`src/rtl/uart_pkg.sv`:
```
// Shared types and widths for the UART transmit path.
package uart_pkg;

  localparam int UART_DATA_W = 8;
  localparam int UART_DIV_W  = 16;

  typedef enum logic [2:0] {
    IDLE   = 3'd0,
    START  = 3'd1,
    DATA   = 3'd2,
    PARITY = 3'd3,
    STOP   = 3'd4
  } uart_tx_state_e;

endpackage

```
`src/rtl/uart_baud_gen.sv`:
```
// Bit-period divider: counts 0..i_cfg_div and wraps, restarting on i_restart.
module uart_baud_gen
  import uart_pkg::*;
#(
  parameter int DivWidth = UART_DIV_W
) (
  input  logic                main_clk_i,
  input  logic                main_rst_an_i,
  input  logic                i_restart,
  input  logic                i_enable,
  input  logic [DivWidth-1:0] i_cfg_div,
  output logic                o_bit_last
);

  logic [DivWidth-1:0] r_cnt;

  assign o_bit_last = (r_cnt == i_cfg_div);

  always_ff @(posedge main_clk_i or negedge main_rst_an_i) begin
    if (!main_rst_an_i) begin
      r_cnt <= '0;
    end else if (i_restart) begin
      r_cnt <= '0;
    end else if (i_enable) begin
      if (o_bit_last) r_cnt <= '0;
      else            r_cnt <= r_cnt + 1'b1;
    end
  end

endmodule

```
`src/rtl/uart_tx_ctrl.sv`:
```
// UART transmit sequencer: start, 8 data bits LSB-first, optional parity, 1 or 2 stops.
// Handshake: a byte is accepted on any cycle where tx_valid_i && tx_ready_o; tx_valid_i may drop freely while tx_ready_o is low.
module uart_tx_ctrl
  import uart_pkg::*;
#(
  parameter int DataWidth = UART_DATA_W,
  parameter int DivWidth  = UART_DIV_W
) (
  input  logic                 main_clk_i,
  input  logic                 main_rst_an_i,
  input  logic [DataWidth-1:0] tx_data_i,
  input  logic                 tx_valid_i,
  output logic                 tx_ready_o,
  input  logic [DivWidth-1:0]  cfg_div_i,
  input  logic                 cfg_parity_en_i,
  input  logic                 cfg_parity_odd_i,
  input  logic                 cfg_stop2_i,
  output logic                 txd_o,
  output logic                 busy_o,
  output logic                 done_o,
  output uart_tx_state_e       dbg_state_o
);

  localparam int IdxW = $clog2(DataWidth);
  localparam logic [IdxW-1:0] LastIdx = IdxW'(DataWidth - 1);

  uart_tx_state_e      r_state;
  logic [DataWidth-1:0] r_shift;
  logic [IdxW-1:0]     r_bit_idx;
  logic                r_par;
  logic                r_par_en;
  logic                r_stop2;
  logic                r_stop_cnt;
  logic [DivWidth-1:0] r_div;
  logic                r_txd;

  logic w_bit_last;
  logic w_stop_last;
  logic w_accept;
  logic w_par_next;

  uart_baud_gen #(
    .DivWidth(DivWidth)
  ) u_baud (
    .main_clk_i   (main_clk_i),
    .main_rst_an_i(main_rst_an_i),
    .i_restart    (w_accept),
    .i_enable     (r_state != IDLE),
    .i_cfg_div    (r_div),
    .o_bit_last   (w_bit_last)
  );

  // Final cycle of the last stop bit: frame ends and the next byte may be taken.
  assign w_stop_last = (r_state == STOP) && w_bit_last && (!r_stop2 || r_stop_cnt);
  assign tx_ready_o  = (r_state == IDLE) || w_stop_last;
  assign w_accept    = tx_valid_i && tx_ready_o;
  assign w_par_next  = r_par ^ r_shift[0];

  assign txd_o       = r_txd;
  assign busy_o      = (r_state != IDLE);
  assign done_o      = w_stop_last;
  assign dbg_state_o = r_state;

  always_ff @(posedge main_clk_i or negedge main_rst_an_i) begin
    if (!main_rst_an_i) begin
      r_state    <= IDLE;
      r_shift    <= '0;
      r_bit_idx  <= '0;
      r_par      <= 1'b0;
      r_par_en   <= 1'b0;
      r_stop2    <= 1'b0;
      r_stop_cnt <= 1'b0;
      r_div      <= '0;
      r_txd      <= 1'b1;
    end else if (w_accept) begin
      r_state    <= START;
      r_txd      <= 1'b0;
      r_shift    <= tx_data_i;
      r_par      <= cfg_parity_odd_i;
      r_par_en   <= cfg_parity_en_i;
      r_stop2    <= cfg_stop2_i;
      r_div      <= cfg_div_i;
      r_bit_idx  <= '0;
      r_stop_cnt <= 1'b0;
    end else if (w_bit_last) begin
      unique case (r_state)
        START: begin
          r_state <= DATA;
          r_txd   <= r_shift[0];
        end
        DATA: begin
          r_par   <= w_par_next;
          r_shift <= {1'b0, r_shift[DataWidth-1:1]};
          if (r_bit_idx == LastIdx) begin
            r_bit_idx <= '0;
            if (r_par_en) begin
              r_state <= PARITY;
              r_txd   <= w_par_next;
            end else begin
              r_state <= STOP;
              r_txd   <= 1'b1;
            end
          end else begin
            r_bit_idx <= r_bit_idx + 1'b1;
            r_txd     <= r_shift[1];
          end
        end
        PARITY: begin
          r_state <= STOP;
          r_txd   <= 1'b1;
        end
        STOP: begin
          if (w_stop_last) begin
            r_state <= IDLE;
            r_txd   <= 1'b1;
          end else begin
            r_stop_cnt <= 1'b1;
          end
        end
        default: begin
          r_state <= r_state;
        end
      endcase
    end
  end

endmodule

```
`config.mk`:
```
export PLATFORM = sky130hd
export DESIGN_NAME = uart_tx_ctrl
export DESIGN_NICKNAME = d
export VERILOG_FILES = /design/src/rtl/uart_pkg.sv /design/src/rtl/uart_baud_gen.sv /design/src/rtl/uart_tx_ctrl.sv
export SDC_FILE = /design/constraint.sdc
export NUM_CORES = 1
export LEC_CHECK = 0
export BUFFER_PORTS_ARGS = -buffer_cell sky130_fd_sc_hd__clkbuf_2
export CORE_UTILIZATION = 30
export CTS_CLUSTER_SIZE = 28
export DETAILED_ROUTE_END_ITERATION = 8
export GPL_TIMING_DRIVEN = 0
export PLACE_DENSITY = 0.44
export SLEW_MARGIN = 20
export SYNTH_ARGS = -nofsm -noshare
export SYNTH_HDL_FRONTEND = slang
export SYNTH_HIERARCHICAL = 1
export SYNTH_SLANG_ARGS = --single-unit
```
`constraint.sdc`:
```
create_clock -name main_clk_i -period 3.6 [get_ports main_clk_i]
set_input_delay 0.54 -clock main_clk_i [delete_from_list [all_inputs] [get_ports main_clk_i]]
set_output_delay 0.54 -clock main_clk_i [all_outputs]
set_load 0.005 [all_outputs]
```
# ---- After elaboration in Yosys (flattened, before gate mapping)
# Cells that the tools add are included.
dict set report totals {
  register_bits 51
  in_bits 30
  output_inout_bits 7
  elab_cells 68
}
dict set report op_classes {
  n_addsub 2
  eq_ne 9
  n_mux 29
  n_bitwise 1
  n_reduce_logical 17
}
# operator count
set ops {}
lappend ops {{2-to-1 mux 16 bit} 3}
lappend ops {{2-to-1 mux 3 bit} 9}
lappend ops {{2-to-1 mux 8 bit} 3}
lappend ops {{adder 16 x 1 -> 16 bit (second input constant)} 1}
lappend ops {{== test 16 bit} 1}
lappend ops {{2-to-1 mux 1 bit} 12}
lappend ops {{one-hot mux 3 bit (4 select lines)} 1}
lappend ops {{nonzero test 2 bit} 4}
lappend ops {{== test 3 x 2 -> 1 bit (second input constant)} 2}
lappend ops {{== test 3 bit (second input constant)} 2}
lappend ops {{!= test 3 x 2 -> 1 bit (second input constant)} 2}
lappend ops {{AND reduction 3 bit} 2}
lappend ops {{nonzero test 5 bit} 1}
lappend ops {{one-hot mux 1 bit (4 select lines)} 1}
lappend ops {{AND reduction 4 bit} 1}
lappend ops {{adder 3 x 1 -> 3 bit (second input constant)} 1}
lappend ops {{== test 3 x 1 -> 1 bit (second input constant)} 1}
lappend ops {{logical AND 1 bit} 3}
lappend ops {{logical NOT 3 bit} 1}
lappend ops {{nonzero test 3 bit} 1}
lappend ops {{logical OR 1 bit} 2}
lappend ops {{!= test 2 x 1 -> 1 bit (second input constant)} 1}
lappend ops {{AND reduction 2 bit} 1}
lappend ops {{logical NOT 1 bit} 1}
lappend ops {{XOR 1 bit} 1}

# ---- Depth between registers and ports, before layout
# Gate-level depths: netlist (run 1).
dict set report depth {
  word_depth 7
  depth_mapped 17
  ltp_nobuf 12
}

# ---- Cells and area by module
# The synthesis (run 1) kept the hierarchy.
# module n_inst cells_per_inst area_per_inst_um2 seq_area_each_um2
set by_module_without_submodules {}
lappend by_module_without_submodules {uart_tx_ctrl 1 136 1687.9 877.1}
lappend by_module_without_submodules {uart_baud_gen 1 119 1108.6 400.4}

# ---- Worst setup path after synthesis (run 1)
# Ideal clock, no wire load.
dict set report synth_timing {
  path_type {flip-flop to flip-flop}
  from {register u_baud.r_cnt[3]}
  to {register u_baud.r_cnt[11]}
  setup_time_ns 0.130
  arrival_time_ns 2.858
  required_time_ns 3.470
  path_slack_ns 0.613
  path_stages_with_launch 18
  n_path_buf 5
  synth_period_minus_slack_ns 2.987
  path_cell_list {dfrtp_1 > buf_6 > xor2_1 > nor4_2 > nand4_2 > buf_6 > inv_1 > clkbuf_1 > a21o_4 > nand2_2 > inv_2 > buf_6 > buf_2 > nor2_1 > or2_2 > nor3_1 > xnor2_1 > nor2_1}
}
dict set report synth_between {
  elab_chain_cells 6
  word_cells_on_any_way 10
  classes_between {add/sub: 1; eq/ne: 1; mux: 3; reduce/logical: 5}
}
# element line_no
set synth_rtl {}
lappend synth_rtl {{start, declared} uart_baud_gen.sv:15} ;# logic [DivWidth-1:0] r_cnt;
lappend synth_rtl {{start signal, assigned} uart_baud_gen.sv:26} ;# else r_cnt <= r_cnt + 1'b1;
lappend synth_rtl {{== test 16 bit *} uart_baud_gen.sv:17} ;# assign o_bit_last = (r_cnt == i_cfg_div);
lappend synth_rtl {{net w_bit_last} uart_tx_ctrl.sv:37} ;# logic w_bit_last;
lappend synth_rtl {{logical AND 1 bit * (2 in series)} uart_tx_ctrl.sv:54} ;# assign w_stop_last = (r_state == STOP) && w_bit_last && (!r_stop2 || r_stop_cnt);
lappend synth_rtl {{logical OR 1 bit *} uart_tx_ctrl.sv:55} ;# assign tx_ready_o = (r_state == IDLE) || w_stop_last;
lappend synth_rtl {{logical AND 1 bit *} uart_tx_ctrl.sv:56} ;# assign w_accept = tx_valid_i && tx_ready_o;
lappend synth_rtl {{net w_accept} uart_tx_ctrl.sv:39} ;# logic w_accept;
lappend synth_rtl {{2-to-1 mux 16 bit / nonzero test 2 bit (equally long branches)} n/a}
# The timed path passes the listed nets; every way through them passes the cells marked *. The select of a mux whose other input is x is not followed.
# A chain may end at the register's enable or synchronous reset.

# ---- Worst setup path in the final report (run 1)
dict set report layout_timing {
  from {register u_baud.r_cnt[6]}
  to {register u_baud.r_cnt[11]}
}
# The elaborated chain is that of the path after synthesis.

==> results of run 1 <==
## report_power, final
part	total [mW]	internal, mW	switching [mW]
clock network	0.420	0.225	0.195
logic	0.0268	0.0116	0.0152
registers	0.572	0.572	0
## per-layer routing
| metal | share of wire [%] | GRT usage [%] | vias up |
|---|---|---|---|
| met5 | 0 | 0 | - |
| met4 | 0.80 | 3.44 | 0 |
| met3 | 2.5 | 2.91 | 2 |
| met2 | 43 | 20.6 | 28 |
| met1 | 54 | 20.3 | 976 |
| li1 | - | - | 987 |
## state kept, by name, indices dropped and copies added, names as in the netlist, 3 cells and up
name	flops
dbg_state_o	3
r_bit_idx	3
r_div	16
r_shift	8
u_baud/r_cnt	16
## area by class of cell
cell class / count / area [sq um]
buffer: 13 / 108
clock buffer: 6 / 82.6
fill: 922 / 5660
tap: 108 / 135
timing repair buffer: 36 / 183
clock inverter: 2 / 35.0
inverter: 9 / 37.5
multi-input combinational: 181 / 1370
sequential: 51 / 1280
## per-stage QoR
step | setup slack [ns] | instances | instance area (sq um) | util [%]
2_1_floorplan | 0.613 | 255 | 2800 | -
3_3_place_gp | 0.0685 | 399 | 3110 | 35.0
3_5_place_dp | 0.0821 | 399 | 3110 | 35.0
4_1_cts | 0.0700 | 407 | 3230 | 36.3
5_1_grt | 0.0981 | 406 | 3230 | 36.3
6_report | 0.378 | 406 | 3230 | 36.3
## path summary, 6_finish.rpt
path	from	endpoint	slack (ns)	cells past startpoint
worst max-delay path	u_baud/r_cnt[6]	u_baud/r_cnt[11]	0.38	15
worst min-delay path	main_rst_an_i	r_div[9]	0.31	1
worst max register to register	u_baud/r_cnt[6]	u_baud/r_cnt[11]	0.38	15
worst min register to register	u_baud/r_cnt[15]	u_baud/r_cnt[15]	0.51	1
max in group asynchronous	main_rst_an_i	u_baud/r_cnt[4]	2.79	1
min in group main_clk_i	cfg_div_i[5]	r_div[5]	0.44	2
## placed cells by master, fill, tap and decap left out, drive strengths merged, types with 3 or more instances in the layout
| cell type | count |
|---|---|
| nand2b | 3 |
| o21ai | 10 |
| a31oi | 5 |
| xor2 | 19 |
| clkbuf | 42 |
| inv | 8 |
| buf | 13 |
| o31ai | 3 |
| nor2b | 3 |
| xnor2 | 5 |
| nor4 | 5 |
| nand2 | 16 |
| dfrtp | 50 |
| mux2i | 8 |
| ha | 3 |
| a21oi | 6 |
| nand3 | 14 |
| nor2 | 20 |
| mux2 | 24 |
| nand4 | 4 |
| nor3 | 4 |
## cell families after synthesis
group | synth area share, %
XOR/XNOR | 7.52
buffers and inverters | 5.19
multiplexers | 12.5
AO/OA/AOI/OAI | 10.8
AND/OR/NAND/NOR | 16.9
flip-flops | 45.7
adder cells (fa/ha/maj) | 1.34
## timing repair
action,in CTS,in global routing
gates resized for setup,0,1
hold endpoints to repair,0,0
hold buffers,0,0
endpoints found under the setup margin,0,4
## worst max-delay path: cells and delay by family, from the launching register on
family | cells | cell delay [ns]
buffers and inverters | 5 | 0.83
AO/OA/AOI/OAI | 1 | 0.18
flip-flops | 1 | 0.45
XOR/XNOR | 2 | 0.33
AND/OR/NAND/NOR | 7 | 1.30
==> results.yml, run 1 <==
synthesis:
  mappedNetlistArea_sq_um: 2800
  synth-main-ff-cell: "dfrtp_1"
  synth_cell_type_count: 57
  synth_seq_cells: 51
  synth_commonest_cells: "50 x dfrtp_1, 22 x mux2_1, 19 x xor2_1"
  ys_seq_area_share_pct: 45.7
  syn_area_per_cell_sq_um: 11.0
  post-synth-top-count-cell: "dfrtp_1"
  async_reset_ff_share_pct: 100
  yosysWarnings: 6
  yosysTopAreaCell: "dfrtp_1"
  synth_top_area_share_pct: 44.7
  postSynthNetCount: 288
  synth_cells: 255
  synth_edf_count: 0
  ys_top_cells_by_area: "dfrtp_1 45%, mux2_1 8.9%, xor2_1 6.0%, mux2i_1 2.9%, nand3_1 2.5%"
sta:
  period_share_pct: 89.5
  fin_skew_ns: 0.00720
  timing.final.hold_violations: 0
  finalSetupViolations: 0
  relSlewSlack_pct: 50.7
  tightest_slew_ns: 0.740
  fin_crit_ns: 3.22
  drv_slew: 0
  rsz0062_at_grt: "false"
  fmax_mhz: 310
  tns_ns: 0
  whs_ns: 0.307
worst_setup_path:
  cp_slowest_cell: "dfrtp_1"
  cp.required_ns: 3.78
  crit_arrival_ns: 3.40
  cp-start-kind: "flip-flop"
  path_max_fanout: 10
  cp-end-kind: "flip-flop"
  slowest_delay_ns: 0.45
  crit_chain: "xor2_1 -> nor4_2 -> nand4_2 -> buf_6 -> clkinvlp_4 -> a21o_4 -> nand2_2 -> inv_2 -> buf_6 -> buf_2 -> nor2_1 -> or2_2 -> nor3_1 -> xnor2_1 -> nor2_1"
  crit_type: "reg2reg"
grt:
  grt_start_max_net_pins: 52
  grt_pass1_wl_mm: 10.5
  grt.total_usage_pct: 13.8
  overflow: 0
  grt_pass1_vias: 2069
  grt_antenna_before_repair: 0
clock_tree:
  post-cts-setup-buffer-count: 0
  clock_sinks: 51
  h-tree-depth: 2
  cts_tree: "built"
  cts-root-buf: "clkbuf_8"
  clkLatencyLatePin_ns: 0.30
  cts_made_buffers: 5
  clkTransAtPathRegs_ns: 0.09
  cts_buffer_depth: 2
worst_hold_path:
  hold_class: "in2async"
power_and_ir_drop:
  powerDensity_nw_per_um2: 315
  power_mw: 1.02
  peakVddDrop_mv: 0.156
  p_leak_nw: 1.57
die:
  fp.coreArea_sq_um: 8890
  die_h_microns: 98.5
  die_w_microns: 98.5
  start_util_pct: 31.5
  dieArea_sq_um: 9710
  rows: 34
  ios: 37
place:
  portBuffers: 36
  routabilityCongestion: 0.735
  dp.final_hpwl_mm: 4.45
route:
  drt_iter0_markers: 89
  wl_per_cell_microns: 15.1
  viasPerCell: 4.91
  drc_errors: 0
  routed_wl_mm: 6.13
  vias: 1993
  first_pass_iters: 6
  detail-route-antenna-nets: 0
cells_and_area:
  layout.nets: 330
  antenna_cells: 0
  drive_gt1_share_pct: 27.9
  area.growth.synth_to_final_pct: 15.6
run_status:
  status: "complete, no violations"
flow_run:
  cap_violations: 0
Note: power is estimated with default switching activity, not from simulation.
==> run 2: changes to the inputs <==
--- a/config.mk
+++ b/config.mk
@@ -11,6 +11,8 @@
 export DETAILED_ROUTE_END_ITERATION = 8
 export GPL_TIMING_DRIVEN = 0
 export PLACE_DENSITY = 0.44
+export REMOVE_ABC_BUFFERS = 1
+export SETUP_SLACK_MARGIN = 0.02
 export SLEW_MARGIN = 20
 export SYNTH_ARGS = -nofsm -noshare
 export SYNTH_HDL_FRONTEND = slang
==> results.yml, run 2 (same netlist as run 1, synthesis figures left out) <==
run_status:
  status: "finished, violations left"
  violations: "DRC"
place:
  dp.final_hpwl_mm: 4.08
  dp.cells: 385
  portBuffers: 36
  place_ws_ns: -0.382
  place_area_sq_um: 3000
  routabilityCongestion: 0.723
sta:
  relSlewSlack_pct: 50.6
  timing.final.hold_violations: 0
  fin_skew_ns: 0.00990
  fmax_mhz: 308
  tightest_slew_ns: 0.740
  finalSetupViolations: 0
  period_share_pct: 90.1
  rsz0062_at_grt: "false"
  fin_crit_ns: 3.24
  worst_slack_ns: 0.356
  drv_slew: 0
  tns_ns: 0
flow_run:
  cap_violations: 0
die:
  ios: 37
  rows: 34
  dieArea_sq_um: 9710
  die_h_microns: 98.5
  die_w_microns: 98.5
  start_util_pct: 31.5
  fp.coreArea_sq_um: 8890
grt:
  grt_antenna_before_repair: 0
  overflow: 0
  grt_pass1_wl_mm: 9.90
  grt_start_max_net_pins: 52
  grt_pass1_vias: 1924
  grt.total_usage_pct: 12.9
worst_setup_path:
  cp-end-kind: "flip-flop"
  critPathBufInv: 2
  cp_slowest_cell: "dfrtp_1"
  path_max_fanout: 21
  crit_top_cell: "nor2_1"
  slowest_delay_ns: 0.47
  critPathTopFamily: "simple AND/OR/NAND/NOR gates"
  crit_chain: "xor2_1 -> nor4_1 -> nand4_2 -> inv_1 -> a21o_4 -> nand2_4 -> inv_6 -> nor2_1 -> or2_2 -> nor3_1 -> xnor2_1 -> nor2_1"
  crit_arrival_ns: 3.43
  cp.required_ns: 3.79
  crit_type: "reg2reg"
  cp-start-kind: "flip-flop"
route:
  drt_iter0_markers: 73
  routed_wl_mm: 5.86
  vias: 1962
  viasPerCell: 4.98
  drc_errors: 4
  detail-route-antenna-nets: 0
  wl_per_cell_microns: 14.9
  first_pass_iters: 8
cells_and_area:
  final_cell_mix: "50 x dfrtp_1, 35 x clkbuf_2, 22 x mux2_1"
  antenna_cells: 0
  fin_area_sq_um: 3130
  area.growth.synth_to_final_pct: 12.0
  drive_gt1_share_pct: 24.5
  final_common_cell: "dfrtp_1"
  reg_top3: "r_div (16), u_baud/r_cnt (16), r_shift (8)"
  layout.nets: 318
  stdcell_count: 394
power_and_ir_drop:
  p_leak_nw: 1.54
  peakVddDrop_mv: 0.196
  powerDensity_nw_per_um2: 322
  power_mw: 1.01
clock_tree:
  cts_buffer_depth: 2
  h-tree-depth: 2
  clkLatencyLatePin_ns: 0.31
  clock_sinks: 51
  clkTransAtPathRegs_ns: 0.10
  cts_made_buffers: 5
  cts-root-buf: "clkbuf_8"
  cts_hold_buf: 0
  cts_tree: "built"
worst_hold_path:
  hold_class: "in2async"
[run 2: cell types whose count changed in the layout (fill, tap and decap cells not counted), sizes merged]
| cell | before | now |
|---|---|---|
| buf | 13 | 1 |
| clkbuf | 42 | 41 |
| clkinv | 1 | 2 |
| clkinvlp | 1 | 0 |
| inv | 8 | 9 |
[run 2: final timing paths]
path | from | to | slack [ns] | depth (start not counted)
max in group asynchronous | main_rst_an_i | u_baud/r_cnt[6] | 2.81 | 1
min in group main_clk_i | cfg_div_i[7] | r_div[7] | 0.43 | 2
setup / recovery | u_baud/r_cnt[4] | u_baud/r_cnt[11] | 0.36 | 12
hold / removal | main_rst_an_i | r_shift[2] | 0.31 | 1
setup reg to reg | u_baud/r_cnt[4] | u_baud/r_cnt[11] | 0.36 | 12
hold reg to reg | r_stop2 | r_stop2 | 0.50 | 1
[run 2: power breakdown]
group	internal, mW	switching, mW	leakage (nW)
registers	0.572	0	0.632
clock network	0.207	0.202	0.0581
logic	0.0116	0.0155	0.845
[run 2: per-layer routing]
layer  wire length, microns  vias up  track usage [%]  share of wire, %
met5                      0        -                0                 0
met4                     37        0             2.76              0.63
met3                    217        4             3.12               3.7
met2                   2830       35             21.3                48
met1                   2770      959             17.2                47
li1                       -      964                -                 -
[run 2: timing repair]
item	in CTS	in global routing
resized for setup	2	1
pin swaps	1	0
buffers inserted	1	0
setup endpoints to repair	12	4
[run 2: layout make-up]
class / count / area, sq um
multi-input combinational: 181 / 1380
clock inverter: 3 / 43.8
timing repair buffer: 37 / 190
sequential: 51 / 1280
tap: 108 / 135
fill: 930 / 5760
clock buffer: 5 / 68.8
inverter: 9 / 38.8
[run 2: worst reg2reg max path, delay by kind of cell, from the launching register on]
kind	cells	cell delay (ns)
and+or+nand+nor	7	1.58
buffers and inverters	2	0.54
DFF	1	0.47
xor gates and xnor gates	2	0.33
AOI/OAI and AO/OA	1	0.21
[run 2: stage by stage]
stage          hold slack (ns)  util, %
3_5_place_dp             0.493     33.8
2_1_floorplan            0.244        -
6_report                 0.311     35.2
3_3_place_gp             0.478     33.7
4_1_cts                  0.341     35.2
5_1_grt                  0.368     35.2
